File: config.mk
export PLATFORM = sky130hd
export DESIGN_NAME = uart_tx_arbiter
export DESIGN_NICKNAME = d
export VERILOG_FILES = /design/src/rtl/uart_debug_pkg.sv /design/src/rtl/uart_tx_arbiter_rr_pick.sv /design/src/rtl/uart_tx_arbiter.sv
export SDC_FILE = /design/constraint.sdc
export NUM_CORES = 1
export LEC_CHECK = 0
export CAP_MARGIN = 20
export CORE_ASPECT_RATIO = 0.8
export CORE_MARGIN = 5
export CORE_UTILIZATION = 35
export CTS_CLUSTER_DIAMETER = 30
export DETAILED_ROUTE_END_ITERATION = 10
export GPL_ROUTABILITY_DRIVEN = 0
export PLACE_DENSITY = 0.68
export SETUP_SLACK_MARGIN = 0.05
export SYNTH_ARGS = -nofsm -noshare
export SYNTH_HDL_FRONTEND = slang
export SYNTH_HIERARCHICAL = 1
export SYNTH_SLANG_ARGS = --single-unit
File: constraint.sdc
create_clock -name clk -period 2.7 [get_ports clk]
set_clock_uncertainty 0.2 [all_clocks]
set_input_delay 0.54 -clock clk [delete_from_list [all_inputs] [get_ports clk]]
set_output_delay 0.54 -clock clk [all_outputs]
set_load 0.03 [all_outputs]
File: src/rtl/uart_debug_pkg.sv
// ---------------------------------------------------------------------------
// uart_debug_pkg
// Shared definitions for the UART transmit arbiter slice:
//   - default source count and stall-watchdog limit
//   - arbiter FSM state encoding
//   - ASCII framing constants used by debug message producers
//   - packed layout of the arbiter debug/state bus
//   - small wrap-around helper for source indices
// ---------------------------------------------------------------------------
package uart_debug_pkg;

  localparam int DEF_NUM_SRC        = 4;
  localparam int DEF_TIMEOUT_CYCLES = 60000;  // 1 ms at 60 MHz

  // Arbiter FSM state encoding
  localparam logic ST_IDLE  = 1'b0;
  localparam logic ST_GRANT = 1'b1;

  // ASCII constants for message framing
  localparam logic [7:0] ASCII_CR     = 8'h0D;
  localparam logic [7:0] ASCII_LF     = 8'h0A;
  localparam logic [7:0] ASCII_LBRACK = 8'h5B;
  localparam logic [7:0] ASCII_RBRACK = 8'h5D;

  // Debug bus layout: {state, grant_idx, last_grant}
  typedef struct packed {
    logic       state;
    logic [2:0] grant_idx;
    logic [2:0] last_grant;
  } arb_dbg_t;

  // Next source index after v, wrapping at n
  function automatic logic [2:0] next_idx(input logic [2:0] v, input int n);
    if (int'(v) >= n - 1) return 3'd0;
    return v + 3'd1;
  endfunction

endpackage

File: src/rtl/uart_tx_arbiter_rr_pick.sv
// ---------------------------------------------------------------------------
// rr_pick
// Combinational round-robin search: returns the first set bit of i_req
// found by scanning upward from i_start and wrapping at N.
// Ports:
//   i_req    N-bit request vector
//   i_start  index where the search begins (must be < N)
//   o_found  at least one request bit is set
//   o_idx    index of the winning request (0 when o_found=0)
// ---------------------------------------------------------------------------
module rr_pick
  import uart_debug_pkg::*;
#(
  parameter int N = DEF_NUM_SRC
) (
  input  logic [N-1:0] i_req,
  input  logic [2:0]   i_start,
  output logic         o_found,
  output logic [2:0]   o_idx
);

  // Scan distances from farthest to nearest so the nearest hit is the last
  // assignment and therefore the one that sticks.
  always_comb begin
    o_found = 1'b0;
    o_idx   = 3'd0;
    for (int k = N - 1; k >= 0; k--) begin
      for (int i = 0; i < N; i++) begin
        if (((int'(i_start) + k) % N == i) && i_req[i]) begin
          o_found = 1'b1;
          o_idx   = 3'(i);
        end
      end
    end
  end

endmodule

File: src/rtl/uart_tx_arbiter.sv
// ---------------------------------------------------------------------------
// uart_tx_arbiter
// Per-message round-robin arbiter that merges NUM_SRC byte streams into one
// UART transmitter. A source keeps the UART from its first byte until its
// byte flagged src_last is accepted; bytes pass through one output register.
//
// Handshake: every stream moves a byte on a clock edge where valid && ready
// are both high. valid must not depend on ready; ready may depend on valid.
//
// Ports:
//   clk, rst_n      system clock, synchronous active-low reset
//   src_valid/data/last/ready   per-source byte streams (data byte i at [8i+7:8i])
//   uart_tx_data/valid/ready    output stream to the UART transmitter
//   grant_active, grant_idx     current owner of the UART
//   msg_count       completed messages (wrapping)
//   drop_count      watchdog-released messages (saturating)
//   timeout_pulse   one-cycle pulse on a watchdog release
//   dbg_state       {state, grant_idx, last_grant} (arb_dbg_t layout)
//
// Configuration macro: UART_ARB_TIMEOUT_EN enables the stall watchdog. Without
// it, drop_count and timeout_pulse are constant 0 and a grant never expires.
// ---------------------------------------------------------------------------
module uart_tx_arbiter
  import uart_debug_pkg::*;
#(
  parameter int NUM_SRC        = DEF_NUM_SRC,
  parameter int TIMEOUT_CYCLES = DEF_TIMEOUT_CYCLES
) (
  input  logic                 clk,
  input  logic                 rst_n,
  input  logic [NUM_SRC-1:0]   src_valid,
  input  logic [NUM_SRC*8-1:0] src_data,
  input  logic [NUM_SRC-1:0]   src_last,
  output logic [NUM_SRC-1:0]   src_ready,
  output logic [7:0]           uart_tx_data,
  output logic                 uart_tx_valid,
  input  logic                 uart_tx_ready,
  output logic                 grant_active,
  output logic [2:0]           grant_idx,
  output logic [15:0]          msg_count,
  output logic [15:0]          drop_count,
  output logic                 timeout_pulse,
  output logic [6:0]           dbg_state
);

  logic        r_state;
  logic [2:0]  r_last_grant;
  logic [2:0]  r_grant_idx;
  logic        r_tx_valid;
  logic [7:0]  r_tx_data;
  logic [15:0] r_msg_count;

  logic        w_out_free;
  logic        w_sel_valid;
  logic        w_sel_last;
  logic [7:0]  w_sel_data;
  logic        w_src_xfer;
  logic        w_release_last;
  logic        w_timeout;
  logic [2:0]  w_start;
  logic        w_pick_found;
  logic [2:0]  w_pick_idx;
  arb_dbg_t    w_dbg;

  // The output register can take a new byte when empty or draining this cycle.
  assign w_out_free = !r_tx_valid || uart_tx_ready;

  // Mux the granted source and drive its ready; every other ready stays low.
  always_comb begin
    w_sel_valid = 1'b0;
    w_sel_last  = 1'b0;
    w_sel_data  = 8'h00;
    src_ready   = '0;
    for (int i = 0; i < NUM_SRC; i++) begin
      if (r_grant_idx == 3'(i)) begin
        w_sel_valid  = src_valid[i];
        w_sel_last   = src_last[i];
        w_sel_data   = src_data[8*i +: 8];
        src_ready[i] = (r_state == ST_GRANT) && w_out_free;
      end
    end
  end

  assign w_src_xfer     = (r_state == ST_GRANT) && w_out_free && w_sel_valid;
  assign w_release_last = w_src_xfer && w_sel_last;
  assign w_start        = next_idx(r_last_grant, NUM_SRC);

  rr_pick #(.N(NUM_SRC)) u_rr_pick (
    .i_req   (src_valid),
    .i_start (w_start),
    .o_found (w_pick_found),
    .o_idx   (w_pick_idx)
  );

`ifdef UART_ARB_TIMEOUT_EN
  localparam int CNT_W = (TIMEOUT_CYCLES > 1) ? $clog2(TIMEOUT_CYCLES) : 1;

  logic [CNT_W-1:0] r_stall_cnt;
  logic [15:0]      r_drop_count;
  logic             r_timeout_pulse;

  // The stall cycle that finds the counter at its limit is the one that
  // releases, so a full TIMEOUT_CYCLES stall cycles elapse before release.
  assign w_timeout = (r_state == ST_GRANT) && !w_sel_valid &&
                     (r_stall_cnt == CNT_W'(TIMEOUT_CYCLES - 1));

  always_ff @(posedge clk) begin
    if (!rst_n) begin
      r_stall_cnt     <= '0;
      r_drop_count    <= 16'h0000;
      r_timeout_pulse <= 1'b0;
    end else begin
      r_timeout_pulse <= w_timeout;
      if (w_timeout && (r_drop_count != 16'hFFFF))
        r_drop_count <= r_drop_count + 16'd1;
      if ((r_state != ST_GRANT) || w_src_xfer || w_timeout)
        r_stall_cnt <= '0;
      else if (!w_sel_valid)
        r_stall_cnt <= r_stall_cnt + 1'b1;
    end
  end

  assign drop_count    = r_drop_count;
  assign timeout_pulse = r_timeout_pulse;
`else
  logic w_unused_timeout;

  assign w_timeout        = 1'b0;
  assign drop_count       = 16'h0000;
  assign timeout_pulse    = 1'b0;
  assign w_unused_timeout = ^(32'(TIMEOUT_CYCLES));
`endif

  always_ff @(posedge clk) begin
    if (!rst_n) begin
      r_state      <= ST_IDLE;
      r_last_grant <= 3'(NUM_SRC - 1);
      r_grant_idx  <= 3'd0;
      r_tx_valid   <= 1'b0;
      r_tx_data    <= 8'h00;
      r_msg_count  <= 16'h0000;
    end else begin
      case (r_state)
        ST_IDLE: begin
          // A pending output byte does not block the next grant.
          if (w_pick_found) begin
            r_state     <= ST_GRANT;
            r_grant_idx <= w_pick_idx;
          end
        end
        ST_GRANT: begin
          if (w_release_last || w_timeout) begin
            r_state      <= ST_IDLE;
            r_last_grant <= r_grant_idx;
          end
        end
        default: r_state <= ST_IDLE;
      endcase

      if (w_src_xfer) begin
        r_tx_valid <= 1'b1;
        r_tx_data  <= w_sel_data;
      end else if (uart_tx_ready) begin
        r_tx_valid <= 1'b0;
      end

      if (w_release_last)
        r_msg_count <= r_msg_count + 16'd1;
    end
  end

  assign uart_tx_valid = r_tx_valid;
  assign uart_tx_data  = r_tx_data;
  assign grant_active  = (r_state == ST_GRANT);
  assign grant_idx     = r_grant_idx;
  assign msg_count     = r_msg_count;

  assign w_dbg.state      = r_state;
  assign w_dbg.grant_idx  = r_grant_idx;
  assign w_dbg.last_grant = r_last_grant;
  assign dbg_state        = w_dbg;

endmodule

; ---- After elaboration in Yosys (flattened, before gate mapping)
; Index checks and enable logic that the tools add are counted.
[word_totals]
out_inout_bits = 57
regBits = 32
memories = 0
latch_bits = 0
input_bits = 43
wordCells = 118
mem_bits_ro = 0
mem_bits_rw = 0
[classes]
n_eq_ne = 15
n_mux = 55
multipliers = 0
n_shift = 0
bitwise_logic = 4
reduce_logical = 32
n_lt_le_gt_ge = 1
n_div = 0
add_sub_neg = 5
[op_table]
columns = op, count
row1 = $logic_not A32 Y1, 4
row2 = $mux W1, 34
row3 = $mux W2, 16
row4 = $mux W8, 4
row5 = $logic_and A1 B1 Y1, 19
row6 = $eq A3 B3 Y1 const B, 6
row7 = $add A16 B1 Y16 const B, 1
row8 = $eq A3 B2 Y1 const B, 5
row9 = $reduce_or A2 Y1, 3
row10 = $add A2 B1 Y2 const B, 2
row11 = $add A2 B2 Y2 const B, 2
row12 = $eq A2 B2 Y1 const B, 2
row13 = $reduce_and A2 Y1, 2
row14 = $and A1 B1 Y1 const A, 3
row15 = $eq A3 B1 Y1 const B, 1
row16 = $ge A3 B2 Y1 const B, 1
row17 = $logic_not A3 Y1, 1
row18 = $eq A2 B1 Y1 const B, 1
row19 = $pmux W1 S2, 1
row20 = $reduce_bool A2 Y1, 1
row21 = $logic_not A1 Y1, 1
row22 = $logic_or A1 B1 Y1, 1
row23 = $not A1 Y1, 1

; ---- Longest topological paths before layout
; Gate-level depths: netlist of run 1.
[logic_depth]
word_depth = 26
ltp_mapped = 8
depth_no_buf = 8

; ---- Cells and area by module
; The synthesis of run 1 kept the hierarchy.
[by_module_without_submodules]
columns = mod, instances, cells_per_inst, area_per_inst_um2, seq_area_each_um2
row1 = uart_tx_arbiter, 1, 245, 2316.0, 640.6
row2 = rr_pick, 1, 13, 80.1, 0.0

; ---- Least setup slack after synthesis of run 1
; No wires, ideal clock.
[synth_timing]
path_type = register to output
from = register r_grant_idx[0], in the netlist grant_idx[0]
to = output src_ready[2]
arrival_ns = 1.871
required_time_ns = 1.960
stages_incl_launch_ff = 5
path_slack_ns = 0.089
n_path_buf = 3
path_cell_list = dfxtp_1 -> buf_6 -> buf_8 -> buf_1 -> nor3b_1
[synth_between]
elab_chain_len = 2
[synth_lines]
columns = item, line
row1 = start: declaration, uart_tx_arbiter.sv:48  ; logic [2:0] r_grant_idx;
row2 = start signal: assignment, uart_tx_arbiter.sv:148  ; r_grant_idx <= w_pick_idx;
row3 = $eq A3 B2 Y1, uart_tx_arbiter.sv:75  ; if (r_grant_idx == 3'(i)) begin
row4 = $mux W1, uart_tx_arbiter.sv:75
row5 = end: declaration, uart_tx_arbiter.sv:34  ; output logic [NUM_SRC-1:0] src_ready,
; Every way passes these cells.

; ---- Final worst setup path of run 1
[layout_timing]
from = input uart_tx_ready
to = output src_ready[2]
[layout_between]
elab_chain_len = 3
[layout_lines]
columns = item, line
row1 = start: declaration, uart_tx_arbiter.sv:37  ; input logic uart_tx_ready,
row2 = $logic_or A1 B1 Y1, uart_tx_arbiter.sv:66  ; assign w_out_free = !r_tx_valid || uart_tx_ready;
row3 = $logic_and A1 B1 Y1, uart_tx_arbiter.sv:79  ; src_ready[i] = (r_state == ST_GRANT) && w_out_free;
row4 = $mux W1, uart_tx_arbiter.sv:75
; Every way passes these cells.

==> flow_summary.html, run 1 <==
<table>
<tr><th>Metric</th><th>Value</th></tr>
<tr><th colspan="2">Timing</th></tr>
<tr><td>Worst Hold Margin</td><td>around 0.28 ns</td></tr>
<tr><td>Transition time of the tightest slew-check pin</td><td>0.559 ns</td></tr>
<tr><td>Maximum achievable frequency</td><td>388 MHz</td></tr>
<tr><td>Minimum clock period after layout</td><td>between 2 and 3 ns</td></tr>
<tr><td>Final-report max-slew violation count</td><td>0</td></tr>
<tr><td>Final number of setup-violating endpoints</td><td>0</td></tr>
<tr><td>Headroom to the max-slew limit</td><td>between 60% and 70%</td></tr>
<tr><td>Setup repair after global routing missed its margin</td><td>false</td></tr>
<tr><td>Total count of hold-check failures in the final report</td><td>0</td></tr>
<tr><td>Fin crit share</td><td>95.5%</td></tr>
<tr><td>Aggregate negative setup slack</td><td>0 ns</td></tr>
<tr><th colspan="2">Drt</th></tr>
<tr><td>Vias per cell</td><td>about 5.2</td></tr>
<tr><td>Post-route antenna net violation count</td><td>0</td></tr>
<tr><td>Vias post-DR</td><td>~2200</td></tr>
<tr><td>Number of design rule violations left after detail routing</td><td>0</td></tr>
<tr><td>First-pass iteration count of the detailed router</td><td>4</td></tr>
<tr><td>Routed wire length</td><td>about 6400 um</td></tr>
<tr><td>Final routed wire length divided by cell count</td><td>~15 um</td></tr>
<tr><td>DR iter-0 viols</td><td>approximately 120</td></tr>
<tr><th colspan="2">Clocking</th></tr>
<tr><td>Post-CTS setup buffer count</td><td>0</td></tr>
<tr><td>Number of buffers added by the clock tree synthesis step</td><td>5</td></tr>
<tr><td>Total clock sinks</td><td>32</td></tr>
<tr><td>Maximum clock path buffer count</td><td>2</td></tr>
<tr><td>Post-CTS resize count</td><td>0</td></tr>
<tr><td>Clock latency on the worst-skew pair</td><td>about 0.28 ns</td></tr>
<tr><td>Clock slew seen by the registers of the worst setup and hold paths</td><td>approximately 0.070 ns</td></tr>
<tr><td>H-tree Lvls</td><td>2</td></tr>
<tr><td>Clock tree from TritonCTS</td><td>done</td></tr>
<tr><td>Clock tree root driver cell</td><td>clkbuf_8</td></tr>
<tr><td>Hold_buf cts</td><td>0</td></tr>
<tr><th colspan="2">Floorplan</th></tr>
<tr><td>Vertical die dimension</td><td>roughly 84 um</td></tr>
<tr><td>Area of the placeable core</td><td>around 6500 um2</td></tr>
<tr><td>Number of placed I/O pins</td><td>100</td></tr>
<tr><td>Std-Cell Rows</td><td>26</td></tr>
<tr><td>Width of the chip</td><td>102 um</td></tr>
<tr><td>Effective utilization at floorplan</td><td>between 30% and 40%</td></tr>
<tr><td>Die Area</td><td>8580 um2</td></tr>
<tr><th colspan="2">Placed design</th></tr>
<tr><td>Placed Area</td><td>between 3000 and 4000 um2</td></tr>
<tr><td>Hpwl dp</td><td>around 4800 um</td></tr>
<tr><td>Buffers added on ports</td><td>82</td></tr>
<tr><th colspan="2">Worst setup path</th></tr>
<tr><td>Slowest cell on the critical path</td><td>clkdlybuf4s50_1</td></tr>
<tr><td>Endpoint kind of the worst setup timing path</td><td>output pin</td></tr>
<tr><td>Largest driver fanout on the critical path</td><td>5</td></tr>
<tr><td>R2r worst-path depth</td><td>5</td></tr>
<tr><td>R2r startpoint</td><td>grant_idx[1]$_SDFFE_PN0P_</td></tr>
<tr><td>Worst setup slack for register-to-register paths</td><td>between 0.4 and 0.5 ns</td></tr>
<tr><td>Chain of cells forming the critical path</td><td>clkdlybuf4s50_1, nand2b_1, nand3_1, nor3b_1, buf_4</td></tr>
<tr><td>Required time at the endpoint of the critical path</td><td>1.96 ns</td></tr>
<tr><td>Type of the worst setup path</td><td>primary input to output pin</td></tr>
<tr><td>Element type at the critical path start</td><td>primary input</td></tr>
<tr><td>Biggest cell delay along the critical path</td><td>0.45 ns</td></tr>
<tr><td>End of the worst register-to-register path</td><td>uart_tx_data[4]$_SDFFE_PN0P_</td></tr>
<tr><td>Arrival time reported for the critical path endpoint</td><td>1.84 ns</td></tr>
<tr><th colspan="2">Cells and area</th></tr>
<tr><td>Final non-filler cell area</td><td>about 3300 um2</td></tr>
<tr><td>Layout cell share with drive strength beyond 1</td><td>15.0%</td></tr>
<tr><td>N_diodes</td><td>0</td></tr>
<tr><td>Final core utilization</td><td>between 50% and 60%</td></tr>
<tr><td>Number of fill cells in the layout</td><td>615</td></tr>
<tr><td>Number of nets at the end of the flow</td><td>between 300 and 400</td></tr>
<tr><td>Layout overhead on the synthesized area</td><td>39.7%</td></tr>
<tr><th colspan="2">Worst hold path</th></tr>
<tr><td>Endpoint, Worst Hold</td><td>uart_tx_data[3]$_SDFFE_PN0P_</td></tr>
<tr><td>Worst min-delay path class</td><td>flop to flop</td></tr>
<tr><td>Number of instances on the worst hold path</td><td>2</td></tr>
<tr><td>Hold Startpoint</td><td>uart_tx_data[3]$_SDFFE_PN0P_</td></tr>
<tr><th colspan="2">Global route</th></tr>
<tr><td>Number of antenna violations at the first check in global routing</td><td>0</td></tr>
<tr><td>Vias in the first global route</td><td>2075</td></tr>
<tr><td>Remaining global-route overflow</td><td>0</td></tr>
<tr><td>Largest net degree at the start of global routing</td><td>50</td></tr>
<tr><td>All-layer global routing usage</td><td>between 10% and 20%</td></tr>
<tr><td>Wire length of the first global-routing pass</td><td>~10000 um</td></tr>
<tr><th colspan="2">Pwr</th></tr>
<tr><td>Max IR drop VDD</td><td>0.000308 V</td></tr>
<tr><td>Total design power</td><td>around 1.4 mW</td></tr>
<tr><td>PD cells</td><td>425 nW/um2</td></tr>
<tr><td>Leakage power of the design</td><td>roughly 1.1 nW</td></tr>
<tr><th colspan="2">Synth</th></tr>
<tr><td>Yosys warning total</td><td>6</td></tr>
<tr><td>Number of instances in the synthesized netlist</td><td>approximately 260</td></tr>
<tr><td>Cell area after technology mapping</td><td>between 2000 and 2500 um2</td></tr>
<tr><td>Post-synthesis area per instance</td><td>9.29 um2</td></tr>
<tr><th colspan="2">Status</th></tr>
<tr><td>Outcome</td><td>completed</td></tr>
<tr><th colspan="2">Job</th></tr>
<tr><td>Max_cap viols</td><td>0</td></tr>
</table>
-- layout make-up --
cell class	count	area, um2	share of cell area (%)
timing repair buffer	93	931	27.9
clock buffer	7	96.3	2.89
inverter	6	22.5	0.675
multi-input combinational	195	1510	45.2
tap	84	105	3.15
sequential	32	642	19.2
clock inverter	1	30.0	0.900
-- layer usage --
layer  part of all wire [%]  global-route usage [%]  wire length (um)
met1                     46                    20.1              2940
met2                     47                    24.0              3040
met3                    6.2                    4.26               396
met4                   0.48                    2.15                31
met5                      0                       0                 0
-- registers in the layout (all words and copies together), names as in the netlist --
register / count
grant_active: 1
grant_idx: 3
msg_count: 16
r_last_grant: 3
uart_tx_data: 8
uart_tx_valid: 1
-- how the worst max path moves through the flow --
stage	start	end
final	uart_tx_ready	src_ready[2]
after global routing	uart_tx_ready	src_ready[2]
after CTS	uart_tx_ready	src_ready[2]
after detailed placement	src_valid[0]	msg_count[2]$_SDFFE_PN0P_
after global placement	src_valid[0]	msg_count[13]$_SDFFE_PN0P_
after floorplan	grant_idx[0]$_SDFFE_PN0P_	src_ready[2]
-- critical path, delay by kind of cell --
family	cells	cell delay (ns)
AND/OR/NAND/NOR	3	0.65
buffers and inverters	2	0.65
-- power breakdown --
group | internal, mW | switching [mW]
Clock | 0.326 | 0.178
Sequential | 0.489 | 0.0245
Combinational | 0.178 | 0.221
-- cells in the final DEF (no fill, tap or decap), types with 2 or more instances in the layout --
cell and n:
clkdlybuf4s50_1 78, a21oi_1 6, dfxtp_1 31, nand2_1 29, conb_1 18, mux4_2 8
and3_1 4, nor3b_1 4, nor2b_1 8, or3_1 8, a21boi_0 7, or4_1 2
nand3_1 8, nand4_1 5, nor2_1 4, buf_4 12, nor3_1 4, mux2i_1 19
clkbuf_8 7, a2111oi_2 13, o21ai_0 9, and4_1 5, inv_1 6, ha_1 3
nand2b_1 18, buf_12 3
-- through the flow --
step,worst slack (ns),std cells
global placement,0.113,410
global route,0.0656,418
CTS,0.125,418
detailed placement,0.0529,410
floorplan,0.0892,273
finish,0.120,418
(Power assumes the default switching activity.)
==> inputs of run 2 (changes only) <==
- PLACE_DENSITY: 0.68 -> 0.7
- clock period: 2.7 -> 2.15 ns (I/O delays scaled with it)
==> flow_summary.html, run 2 (synthesized netlist as in run 1, its figures left out) <==
<table>
<tr><th>Metric</th><th>Value</th></tr>
<tr><th colspan="2">Status</th></tr>
<tr><td>Outcome</td><td>completed</td></tr>
<tr><th colspan="2">Clocking</th></tr>
<tr><td>Maximum clock path buffer count</td><td>2 (unchanged)</td></tr>
<tr><td>Number of buffers added by the clock tree synthesis step</td><td>5 (unchanged)</td></tr>
<tr><td>Clock tree root driver cell</td><td>clkbuf_8</td></tr>
<tr><td>Clock tree from TritonCTS</td><td>done</td></tr>
<tr><td>Clock slew seen by the registers of the worst setup and hold paths</td><td>0.07 ns (about the same)</td></tr>
<tr><td>H-tree Lvls</td><td>2 (unchanged)</td></tr>
<tr><td>Hold_buf cts</td><td>0 (unchanged)</td></tr>
<tr><td>Total clock sinks</td><td>32 (unchanged)</td></tr>
<tr><td>Clock latency on the worst-skew pair</td><td>0.29 ns (about the same)</td></tr>
<tr><th colspan="2">Floorplan</th></tr>
<tr><td>Effective utilization at floorplan</td><td>36.7% (unchanged)</td></tr>
<tr><td>Number of placed I/O pins</td><td>100 (unchanged)</td></tr>
<tr><td>Width of the chip</td><td>102 um (unchanged)</td></tr>
<tr><td>Die Area</td><td>8580 um2 (unchanged)</td></tr>
<tr><td>Area of the placeable core</td><td>6510 um2 (unchanged)</td></tr>
<tr><td>Std-Cell Rows</td><td>26 (unchanged)</td></tr>
<tr><td>Vertical die dimension</td><td>83.9 um (unchanged)</td></tr>
<tr><th colspan="2">Timing</th></tr>
<tr><td>Total count of hold-check failures in the final report</td><td>0 (unchanged)</td></tr>
<tr><td>Final number of setup-violating endpoints</td><td>0 (unchanged)</td></tr>
<tr><td>Final-report max-slew violation count</td><td>0 (unchanged)</td></tr>
<tr><td>Minimum clock period after layout</td><td>2.06 ns</td></tr>
<tr><td>Fin crit share</td><td>95.7%</td></tr>
<tr><td>Worst Hold Margin</td><td>0.271 ns (-0.00649 ns)</td></tr>
<tr><td>Maximum achievable frequency</td><td>between 400 and 500 MHz</td></tr>
<tr><td>Aggregate negative setup slack</td><td>0 ns (unchanged)</td></tr>
<tr><td>Setup repair after global routing missed its margin</td><td>true</td></tr>
<tr><th colspan="2">Cells and area</th></tr>
<tr><td>N_diodes</td><td>0 (unchanged)</td></tr>
<tr><td>Commonest cells after routing, fill and taps aside</td><td>clkdlybuf4s50_1 (56), nand2_1 (29), buf_4 (29), dfxtp_1 (26)</td></tr>
<tr><td>Commonest non-fill, non-tap cell in the layout</td><td>clkdlybuf4s50_1</td></tr>
<tr><td>Final non-filler cell area</td><td>3690 um2 (+11%)</td></tr>
<tr><td>Number of nets at the end of the flow</td><td>398 (+5.0%)</td></tr>
<tr><td>Layout cell share with drive strength beyond 1</td><td>24.1% (+9.1 points)</td></tr>
<tr><td>Largest register FFs</td><td>16 (unchanged)</td></tr>
<tr><td>Footprint of the multi-input gates</td><td>1720 um2 (+14%)</td></tr>
<tr><td>Layout overhead on the synthesized area</td><td>54.7%</td></tr>
<tr><td>Number of fill cells in the layout</td><td>551 (-10%)</td></tr>
<tr><td>Combined flip-flop and latch cell area</td><td>651 um2 (+1.4%)</td></tr>
<tr><td>Cell Count, Final, Fillers Out</td><td>437 (+4.5%)</td></tr>
<tr><th colspan="2">Placed design</th></tr>
<tr><td>Buffers added on ports</td><td>82 (unchanged)</td></tr>
<tr><td>Placed Area</td><td>3350 um2 (+4.3%)</td></tr>
<tr><td># placed instances</td><td>424 (+3.4%)</td></tr>
<tr><td>Hpwl dp</td><td>4920 um (+3.5%)</td></tr>
<tr><th colspan="2">Worst setup path</th></tr>
<tr><td>Number of buffers and inverters on the critical path</td><td>1 (-1)</td></tr>
<tr><td>Endpoint kind of the worst setup timing path</td><td>output pin</td></tr>
<tr><td>Biggest cell delay along the critical path</td><td>0.71 ns (+0.26 ns)</td></tr>
<tr><td>Arrival time reported for the critical path endpoint</td><td>1.43 ns (-0.41 ns)</td></tr>
<tr><td>Largest driver fanout on the critical path</td><td>6 (+1)</td></tr>
<tr><td>CP delay by family, top</td><td>buffers and inverters</td></tr>
<tr><td>Slowest cell on the critical path</td><td>clkdlybuf4s50_1</td></tr>
<tr><td>R2r startpoint</td><td>grant_idx[1]$_SDFFE_PN0P_</td></tr>
<tr><td>End of the critical path</td><td>msg_count[7]</td></tr>
<tr><td>Type of the worst setup path</td><td>flop to output pin</td></tr>
<tr><td>Element type at the critical path start</td><td>flop</td></tr>
<tr><td>Launching instance or port of the critical path</td><td>msg_count[7]$_SDFFE_PN0P_</td></tr>
<tr><td>End of the worst register-to-register path</td><td>msg_count[8]$_SDFFE_PN0P_</td></tr>
<tr><td>Worst setup slack for register-to-register paths</td><td>0.13 ns (-0.28 ns)</td></tr>
<tr><td>Chain of cells forming the critical path</td><td>clkdlybuf4s50_1</td></tr>
<tr><td>R2r worst-path depth</td><td>5 (unchanged)</td></tr>
<tr><td>Logic depth of the worst setup path including buffers</td><td>1 (-4)</td></tr>
<tr><td>Required time at the endpoint of the critical path</td><td>1.52 ns (-0.44 ns)</td></tr>
<tr><th colspan="2">Worst hold path</th></tr>
<tr><td>Worst min-delay path class</td><td>flop to flop</td></tr>
<tr><td>Number of instances on the worst hold path</td><td>2 (unchanged)</td></tr>
<tr><th colspan="2">Pwr</th></tr>
<tr><td>Switching part of the total</td><td>33.2% (+3.2 points)</td></tr>
<tr><td>Internal power</td><td>1.22 mW (+23%)</td></tr>
<tr><td>Proportion of power drawn by the clock network</td><td>32.1% (-3.5 points)</td></tr>
<tr><td>Combinational group share of total power</td><td>32.9% (+4.7 points)</td></tr>
<tr><td>PD cells</td><td>495 nW/um2 (+17%)</td></tr>
<tr><td>Net switching power figure</td><td>606 uW (+43%)</td></tr>
<tr><td>Sequential cell fraction of total power</td><td>35.0% (-1.3 points)</td></tr>
<tr><td>Leakage power of the design</td><td>1.39 nW (+21%)</td></tr>
<tr><td>Total design power</td><td>1.83 mW (+29%)</td></tr>
<tr><td>Max IR drop VDD</td><td>0.000265 V (-14%)</td></tr>
<tr><th colspan="2">Global route</th></tr>
<tr><td>Wire length of the first global-routing pass</td><td>10900 um (+4.8%)</td></tr>
<tr><td>Number of antenna violations at the first check in global routing</td><td>0 (unchanged)</td></tr>
<tr><td>Remaining global-route overflow</td><td>0 (unchanged)</td></tr>
<tr><td>Largest net degree at the start of global routing</td><td>50 (unchanged)</td></tr>
<tr><td>Vias in the first global route</td><td>2226 (+7.3%)</td></tr>
<tr><td>All-layer global routing usage</td><td>15.6% (+0.71 points)</td></tr>
<tr><th colspan="2">Job</th></tr>
<tr><td>Max_cap viols</td><td>0 (unchanged)</td></tr>
<tr><th colspan="2">Drt</th></tr>
<tr><td>Number of design rule violations left after detail routing</td><td>0 (unchanged)</td></tr>
<tr><td>Vias per cell</td><td>5.10 (-1.2%)</td></tr>
<tr><td>First-pass iteration count of the detailed router</td><td>4 (unchanged)</td></tr>
<tr><td>Post-route antenna net violation count</td><td>0 (unchanged)</td></tr>
<tr><td>DR iter-0 viols</td><td>73 (-41%)</td></tr>
<tr><td>Routed wire length</td><td>6930 um (+8.1%)</td></tr>
<tr><td>Final routed wire length divided by cell count</td><td>15.8 um (+3.4%)</td></tr>
<tr><td>Vias post-DR</td><td>2227 (+3.2%)</td></tr>
</table>
## run 2: layer usage
| metal | track usage [%] | vias up | share of wire [%] |
|---|---|---|---|
| met1 | 21.2 | 1071 | 44 |
| met2 | 24.7 | 55 | 48 |
| met5 | 0 | - | 0 |
| li1 | - | 1094 | - |
| met3 | 4.26 | 7 | 6.8 |
| met4 | 3.22 | 0 | 0.74 |
## run 2: cell type report
class / count / share of cell area, %
multi-input cells: 195 / 46.5
repair buffers: 112 / 29.4
flip-flops and latches: 32 / 17.6
well taps: 84 / 2.85
clock buffers: 5 / 1.86
clock inverters: 3 / 1.15
inverters: 6 / 0.610
## run 2: stage by stage
stage	setup slack (ns)	util, %
2_1_floorplan	0.0726	-
3_3_place_gp	-0.304	51.4
3_5_place_dp	-0.378	51.4
4_1_cts	0.0327	54.0
5_1_grt	0.0479	56.8
6_report	0.0929	56.8
## run 2: power groups by stage
stage | registers (mW) | logic [mW] | clock network (mW)
finish | 0.639 | 0.602 | 0.587
CTS | 0.639 | 0.555 | 0.598
floorplan | 0.690 | 0.321 | 0
detailed placement | 0.652 | 0.540 | 0
global route | 0.642 | 0.642 | 0.635
global placement | 0.651 | 0.531 | 0
## run 2: repair_timing
action,in CTS,in global routing
cloned,1,1
pin swaps,3,2
endpoints found under the setup margin,35,27
setup buffers,3,0
gates resized for setup,21,24
## run 2: worst min path at each step
stage / to / startpoint / slack, ns
after CTS: msg_count[15]$_SDFFE_PN0P_ / msg_count[15]$_SDFFE_PN0P_ / 0.27
final: msg_count[15]$_SDFFE_PN0P_ / msg_count[15]$_SDFFE_PN0P_ / 0.27
after global placement: msg_count[15]$_SDFFE_PN0P_ / msg_count[15]$_SDFFE_PN0P_ / 0.25
after global routing: msg_count[15]$_SDFFE_PN0P_ / msg_count[15]$_SDFFE_PN0P_ / 0.31
after floorplan: r_last_grant[2]$_SDFFE_PN0P_ / r_last_grant[2]$_SDFFE_PN0P_ / 0.35
after detailed placement: msg_count[15]$_SDFFE_PN0P_ / msg_count[15]$_SDFFE_PN0P_ / 0.26
==> edit 1, RTL diff (config.mk and constraints of run 1) <==
Set the package constant `DEF_NUM_SRC` to 5 (it was 4).
--- a/src/rtl/uart_debug_pkg.sv
+++ b/src/rtl/uart_debug_pkg.sv
@@ -9,7 +9,7 @@
 // ---------------------------------------------------------------------------
 package uart_debug_pkg;
 
-  localparam int DEF_NUM_SRC        = 4;
+  localparam int DEF_NUM_SRC        = 5;
   localparam int DEF_TIMEOUT_CYCLES = 60000;  // 1 ms at 60 MHz
 
   // Arbiter FSM state encoding
Interface: changed (resized src_data, src_last, src_ready and src_valid); port bits go from 100 to 111. The function was not compared with the original's and may differ.
==> edit 1 against run 1 <==
The flow now finishes with violations (negative setup slack); routed wire length grew 130%; core utilization grew 6.0 points; first-iteration DRC count grew to 3.4 times the old value; total power up 63%; synthesized cell count increased by 100%; cell area rose by 96%; via count rose by 130%; setup slack lost 1.7 ns; register-to-register slack worse by 2.0 ns; sequential power rose by 6.0%; area after synthesis grew 69%; sequential cell count is the same; worst hold slack got worse by 0.010 ns; largest power group is now combinational cells; highest routed layer unchanged.
==> edit 1: results (changes against run 1) <==
\begin{tabular}{lr}
\hline
Metric & Value \\
\hline
\multicolumn{2}{l}{\textbf{Synthesis}} \\
\quad Synthesized instance count & 521 (+100\%) \\
\multicolumn{2}{l}{\textbf{Cells and area}} \\
\quad Fraction of layout instances using a drive strength above 1 & 33.65\% (+19 points) \\
\quad Layout buffer count excluding clock buffers & 232 (+150\%) \\
\quad Final clock-cell share & 2.101\% (-1.7 points) \\
\quad Net count reported at finish & 814 (+110\%) \\
\quad Fraction of standard cell area in multi-input logic & 52.91\% (+7.7 points) \\
\quad Number of multi-input combinational cells & 429 (+120\%) \\
\quad Non-clock inverter instance count of the final layout & 30 (+24) \\
\quad Portion of the layout cell area used by non-clock buffers & 30.32\% (+2.4 points) \\
\quad \# fillers & 954 (+55\%) \\
\quad Count of non-filler cells in the finished layout & 879 (+110\%) \\
\quad Sequential cell area & 651.9 sq um (+1.6\%) \\
\quad Number of inserted diodes & 0 (unchanged) \\
\quad FF+latch count & 32 (unchanged) \\
\multicolumn{2}{l}{\textbf{Worst setup path}} \\
\quad Arrival time of data at the critical path endpoint & 4.33 ns (+2.49 ns) \\
\quad Crit path max-delay cell type & nor4\_1 \\
\quad Worst r2r path cells & 23 (+18) \\
\quad Reg2reg start & r\_last\_grant[0] \\
\quad Largest stage delay on the critical path & 0.49 ns (+0.04 ns) \\
\multicolumn{2}{l}{\textbf{Detailed routing}} \\
\quad Detailed-route wire length & 14810 microns (+130\%) \\
\quad Total number of vias & 4873 (+130\%) \\
\quad Violation count after the first detailed-routing iteration & 424 (+240\%) \\
\quad Drt pass-1 iters & 6 (+2) \\
\multicolumn{2}{l}{\textbf{GRT}} \\
\quad Overall fraction of global-route tracks in use & 20.08\% (+5.2 points) \\
\quad Largest net degree at the start of global routing & 27 (-46\%) \\
\quad Number of global-route vias before repair & 4823 (+130\%) \\
\quad Wire length of the first global-routing pass & 23290 microns (+120\%) \\
\multicolumn{2}{l}{\textbf{Power}} \\
\quad Power per standard cell area & 352.3 nW/um\^{}2 (-17\%) \\
\quad Static power due to leakage & 2.617 nW (+130\%) \\
\multicolumn{2}{l}{\textbf{Clocking}} \\
\quad Clock edge transition at the registers on the reported setup and hold paths & 0.05 ns (-0.02 ns) \\
\quad Clock Tree Root & clkbuf\_16 \\
\multicolumn{2}{l}{\textbf{Placement}} \\
\quad Number of I/O port buffers & 93 (+13\%) \\
\quad Detailed placement HPWL & 11190 microns (+140\%) \\
\quad Post-placement cell area & 5974 sq um (+86\%) \\
\multicolumn{2}{l}{\textbf{STA}} \\
\quad Hold Worst Slack & 0.2673 ns (-0.01008 ns) \\
\quad Final number of setup-violating endpoints & 4 (+4) \\
\quad Final setup margin & -1.616 ns (-1.737 ns) \\
\multicolumn{2}{l}{\textbf{Status}} \\
\quad Outcome & finished with violations \\
\quad Violations in the final reports & negative setup slack \\
\multicolumn{2}{l}{\textbf{Worst hold path}} \\
\quad Hold Path Origin & msg\_count[15] \\
\quad Worst-case hold path end point & msg\_count[15] \\
\multicolumn{2}{l}{\textbf{Floorplan}} \\
\quad Area of the die & 13820 sq um (+61\%) \\
\hline
\end{tabular}
[edit 1: timing repair]
action | CTS | global route
buffers inserted | 7 | 6
endpoints found under the setup margin | 4 | 4
resized for setup | 42 | 27
pin swaps | 15 | 13
[edit 1: worst max path at each step]
stage                          startpoint           end  slack, ns  depth (start not counted)
after global placement    r_last_grant[0]  grant_idx[2]      -1.59                         20
final                     r_last_grant[0]  grant_idx[2]      -1.62                         23
after detailed placement  r_last_grant[0]  grant_idx[0]      -1.78                         20
after global routing      r_last_grant[0]  grant_idx[2]      -1.86                         24
after CTS                 r_last_grant[0]  grant_idx[0]      -1.54                         20
after floorplan           r_last_grant[0]  grant_idx[0]      -1.84                         21
[edit 1: power by group]
group / switching, mW / internal [mW]
Sequential: 0.0397 / 0.505
Clock: 0.191 / 0.340
Combinational: 0.646 / 0.586
[edit 1: critical path: cells and delay by family (launching register included)]
kind / cells / cell delay (ns)
AOI/OAI and AO/OA: 7 / 0.92
adders and majority gates: 3 / 0.61
buffers and inverters: 6 / 0.81
DFF: 1 / 0.37
and+or+nand+nor: 7 / 1.31
[edit 1: through the flow]
| step | TNS [ns] | worst slack [ns] |
|---|---|---|
| 4_1_cts | -6.109 | -1.538 |
| 5_1_grt | -7.276 | -1.858 |
| 2_1_floorplan | -7.000 | -1.842 |
| 3_3_place_gp | -6.308 | -1.594 |
| 3_5_place_dp | -7.139 | -1.777 |
| 6_report | -6.387 | -1.616 |
[edit 1: layer usage]
layer	GRT usage (%)	routed length, microns	part of all wire, %	vias up
met5	0	0	0	-
met4	4.599	246	1.7	0
met3	3.817	1273	8.6	26
met2	33.93	7016	47	222
met1	26.32	6274	42	2283
li1	-	-	-	2342
==> edit 2, RTL diff (flow settings as in run 1) <==
Made on the original files. Put a register stage on the output `dbg_state`, with the module's reset. The value now appears one clock later. The other outputs are not delayed to match.
--- a/src/rtl/uart_tx_arbiter.sv
+++ b/src/rtl/uart_tx_arbiter.sv
@@ -178,7 +178,13 @@
   assign w_dbg.state      = r_state;
   assign w_dbg.grant_idx  = r_grant_idx;
   assign w_dbg.last_grant = r_last_grant;
-  assign dbg_state        = w_dbg;
+  always_ff @(posedge clk) begin
+    if (!rst_n) begin
+      dbg_state <= '0;
+    end else begin
+      dbg_state <= w_dbg;
+    end
+  end
 
 endmodule
 
Function: not settled (the Yosys comparison gave no result); the edit may change what the design does.
==> edit 2 against run 1 <==
Area after synthesis is 13% lower; cell area is 4.4% lower; core utilization is 3.5 points higher; sequential cell count is 7 higher; total power is 3.1% lower; critical path depth is 2 higher; setup slack better by 0.020 ns; routed wire length is 9.6% lower; fmax is 0.80% higher.
==> edit 2: results (changes against run 1) <==
\begin{tabular}{lr}
\hline
Metric & Value \\
\hline
\multicolumn{2}{l}{\textbf{Clocking}} \\
\quad Clock edge transition at the registers on the reported setup and hold paths & 0.08 ns \\
\quad CTS HTree Levels & 2 (unchanged) \\
\quad Number of resized instances in the post-cts repair step & 2 (+2) \\
\quad Post-CTS repair timing setup buffer count & 0 (unchanged) \\
\quad Clock Tree Root & clkbuf\_8 \\
\quad Maximum buffer depth of the clock tree & 2 (unchanged) \\
\quad Cts bufs inserted & 5 (unchanged) \\
\multicolumn{2}{l}{\textbf{GRT}} \\
\quad Wire length of the first global-routing pass & 8735 microns (-16\%) \\
\quad Overall fraction of global-route tracks in use & 14.79\% (-0.10 points) \\
\quad Largest net degree at the start of global routing & 20 (-60\%) \\
\quad Number of antenna violations at the first check in global routing & 0 (unchanged) \\
\quad Number of global-route vias before repair & 1811 (-13\%) \\
\multicolumn{2}{l}{\textbf{Placement}} \\
\quad Post-placement cell area & 2977 sq um (-7.3\%) \\
\quad Number of I/O port buffers & 82 (unchanged) \\
\quad Post-Place Setup Slack & -0.2943 ns (-0.3471 ns) \\
\quad Cells after DPL & 396 (-3.4\%) \\
\quad Detailed placement HPWL & 4334 microns (-8.8\%) \\
\multicolumn{2}{l}{\textbf{Worst setup path}} \\
\quad Peak fanout along the critical path & 5 (unchanged) \\
\quad Crit path max-delay cell type & a2111o\_1 \\
\quad Top delay family on crit path & compound AO/OA/AOI/OAI gates \\
\quad Largest stage delay on the critical path & 0.51 ns (+0.06 ns) \\
\quad FF-to-FF setup slack & 0.17 ns (-0.24 ns) \\
\multicolumn{2}{l}{\textbf{Synthesis}} \\
\quad Syn avg cell area & 8.915 sq um (-4.0\%) \\
\quad Number of warnings reported in the yosys synthesis log & 6 (unchanged) \\
\multicolumn{2}{l}{\textbf{Detailed routing}} \\
\quad Violation count after the first detailed-routing iteration & 66 (-47\%) \\
\quad Number of vias per cell & 4.983 (-3.4\%) \\
\quad Detailed-route wire length & 5793 microns (-9.6\%) \\
\quad Total number of vias & 2023 (-6.2\%) \\
\quad Drt pass-1 iters & 4 (unchanged) \\
\multicolumn{2}{l}{\textbf{Cells and area}} \\
\quad Net count reported at finish & 371 (-2.1\%) \\
\quad Fraction of layout instances using a drive strength above 1 & 15.38\% (+0.41 points) \\
\quad Number of flip-flops in the largest register & 16 (unchanged) \\
\quad \# fillers & 548 (-11\%) \\
\quad Number of inserted diodes & 0 (unchanged) \\
\multicolumn{2}{l}{\textbf{Power}} \\
\quad Static power due to leakage & 1.195 nW (+3.9\%) \\
\quad Sw frac & 29.18\% (-0.74 points) \\
\quad Maximum vdd ir drop & 0.1734 mV (-44\%) \\
\multicolumn{2}{l}{\textbf{Status}} \\
\quad Outcome & finished clean \\
\multicolumn{2}{l}{\textbf{STA}} \\
\quad Hold Worst Slack & 0.2566 ns (-0.02082 ns) \\
\quad Min Tclk post-route & 2.559 ns (-0.02041 ns) \\
\hline
\end{tabular}
edit 2: cell count changes in the layout (fill, tap and decap cells not counted), sizes merged, moves of 6 or more:
cell | before | now
nor2 | 4 | 14
a21boi | 8 | 0
o31ai | 0 | 7
nand2b | 18 | 6
nand2 | 29 | 21
nand3b | 0 | 9
a21oi | 6 | 26
a2111oi | 15 | 1
mux2i | 19 | 5
or4 | 2 | 8
buf | 15 | 21
dfxtp | 32 | 39
edit 2: layer usage:
layer  global-route usage (%)  vias up  routed length [microns]
met1                    19.48      958                     2524
met4                    5.114        0                       57
met5                        0        -                        0
li1                         -      994                        -
met2                    23.80       64                     2895
met3                    3.220        7                      316
edit 2: area by class of cell:
| cell class | instances | area [sq um] | share of cell area (%) |
|---|---|---|---|
| Sequential cell | 39 | 780.7 | 24.48 |
| Timing Repair Buffer | 100 | 1017 | 31.89 |
| Multi-Input combinational cell | 172 | 1176 | 36.88 |
| Inverter | 7 | 26.28 | 0.8239 |
| Clock buffer | 6 | 82.58 | 2.589 |
| Clock inverter | 1 | 5.005 | 0.1569 |
| Tap cell | 81 | 101.3 | 3.178 |
edit 2: power groups by stage:
stage          combinational [mW]  sequential, mW  clock (mW)
2_1_floorplan               0.167           0.666           0
3_3_place_gp                0.333           0.627           0
3_5_place_dp                0.337           0.627           0
4_1_cts                     0.349           0.614       0.407
5_1_grt                     0.379           0.617       0.434
6_report                    0.354           0.614       0.405
edit 2: worst min-delay path, stage by stage, from the launching register on:
cell and delay (ns):
dfxtp_1 0.31, nand2_1 0.05, a21oi_1 0.05
edit 2: final timing paths:
kind / from / endpoint / cells after the start
min reg2reg: uart_tx_data[3] / uart_tx_data[3] / 2
min: uart_tx_data[3] / uart_tx_data[3] / 2
max: src_last[3] / msg_count[5] / 7
max reg2reg: grant_idx[1] / msg_count[5] / 7
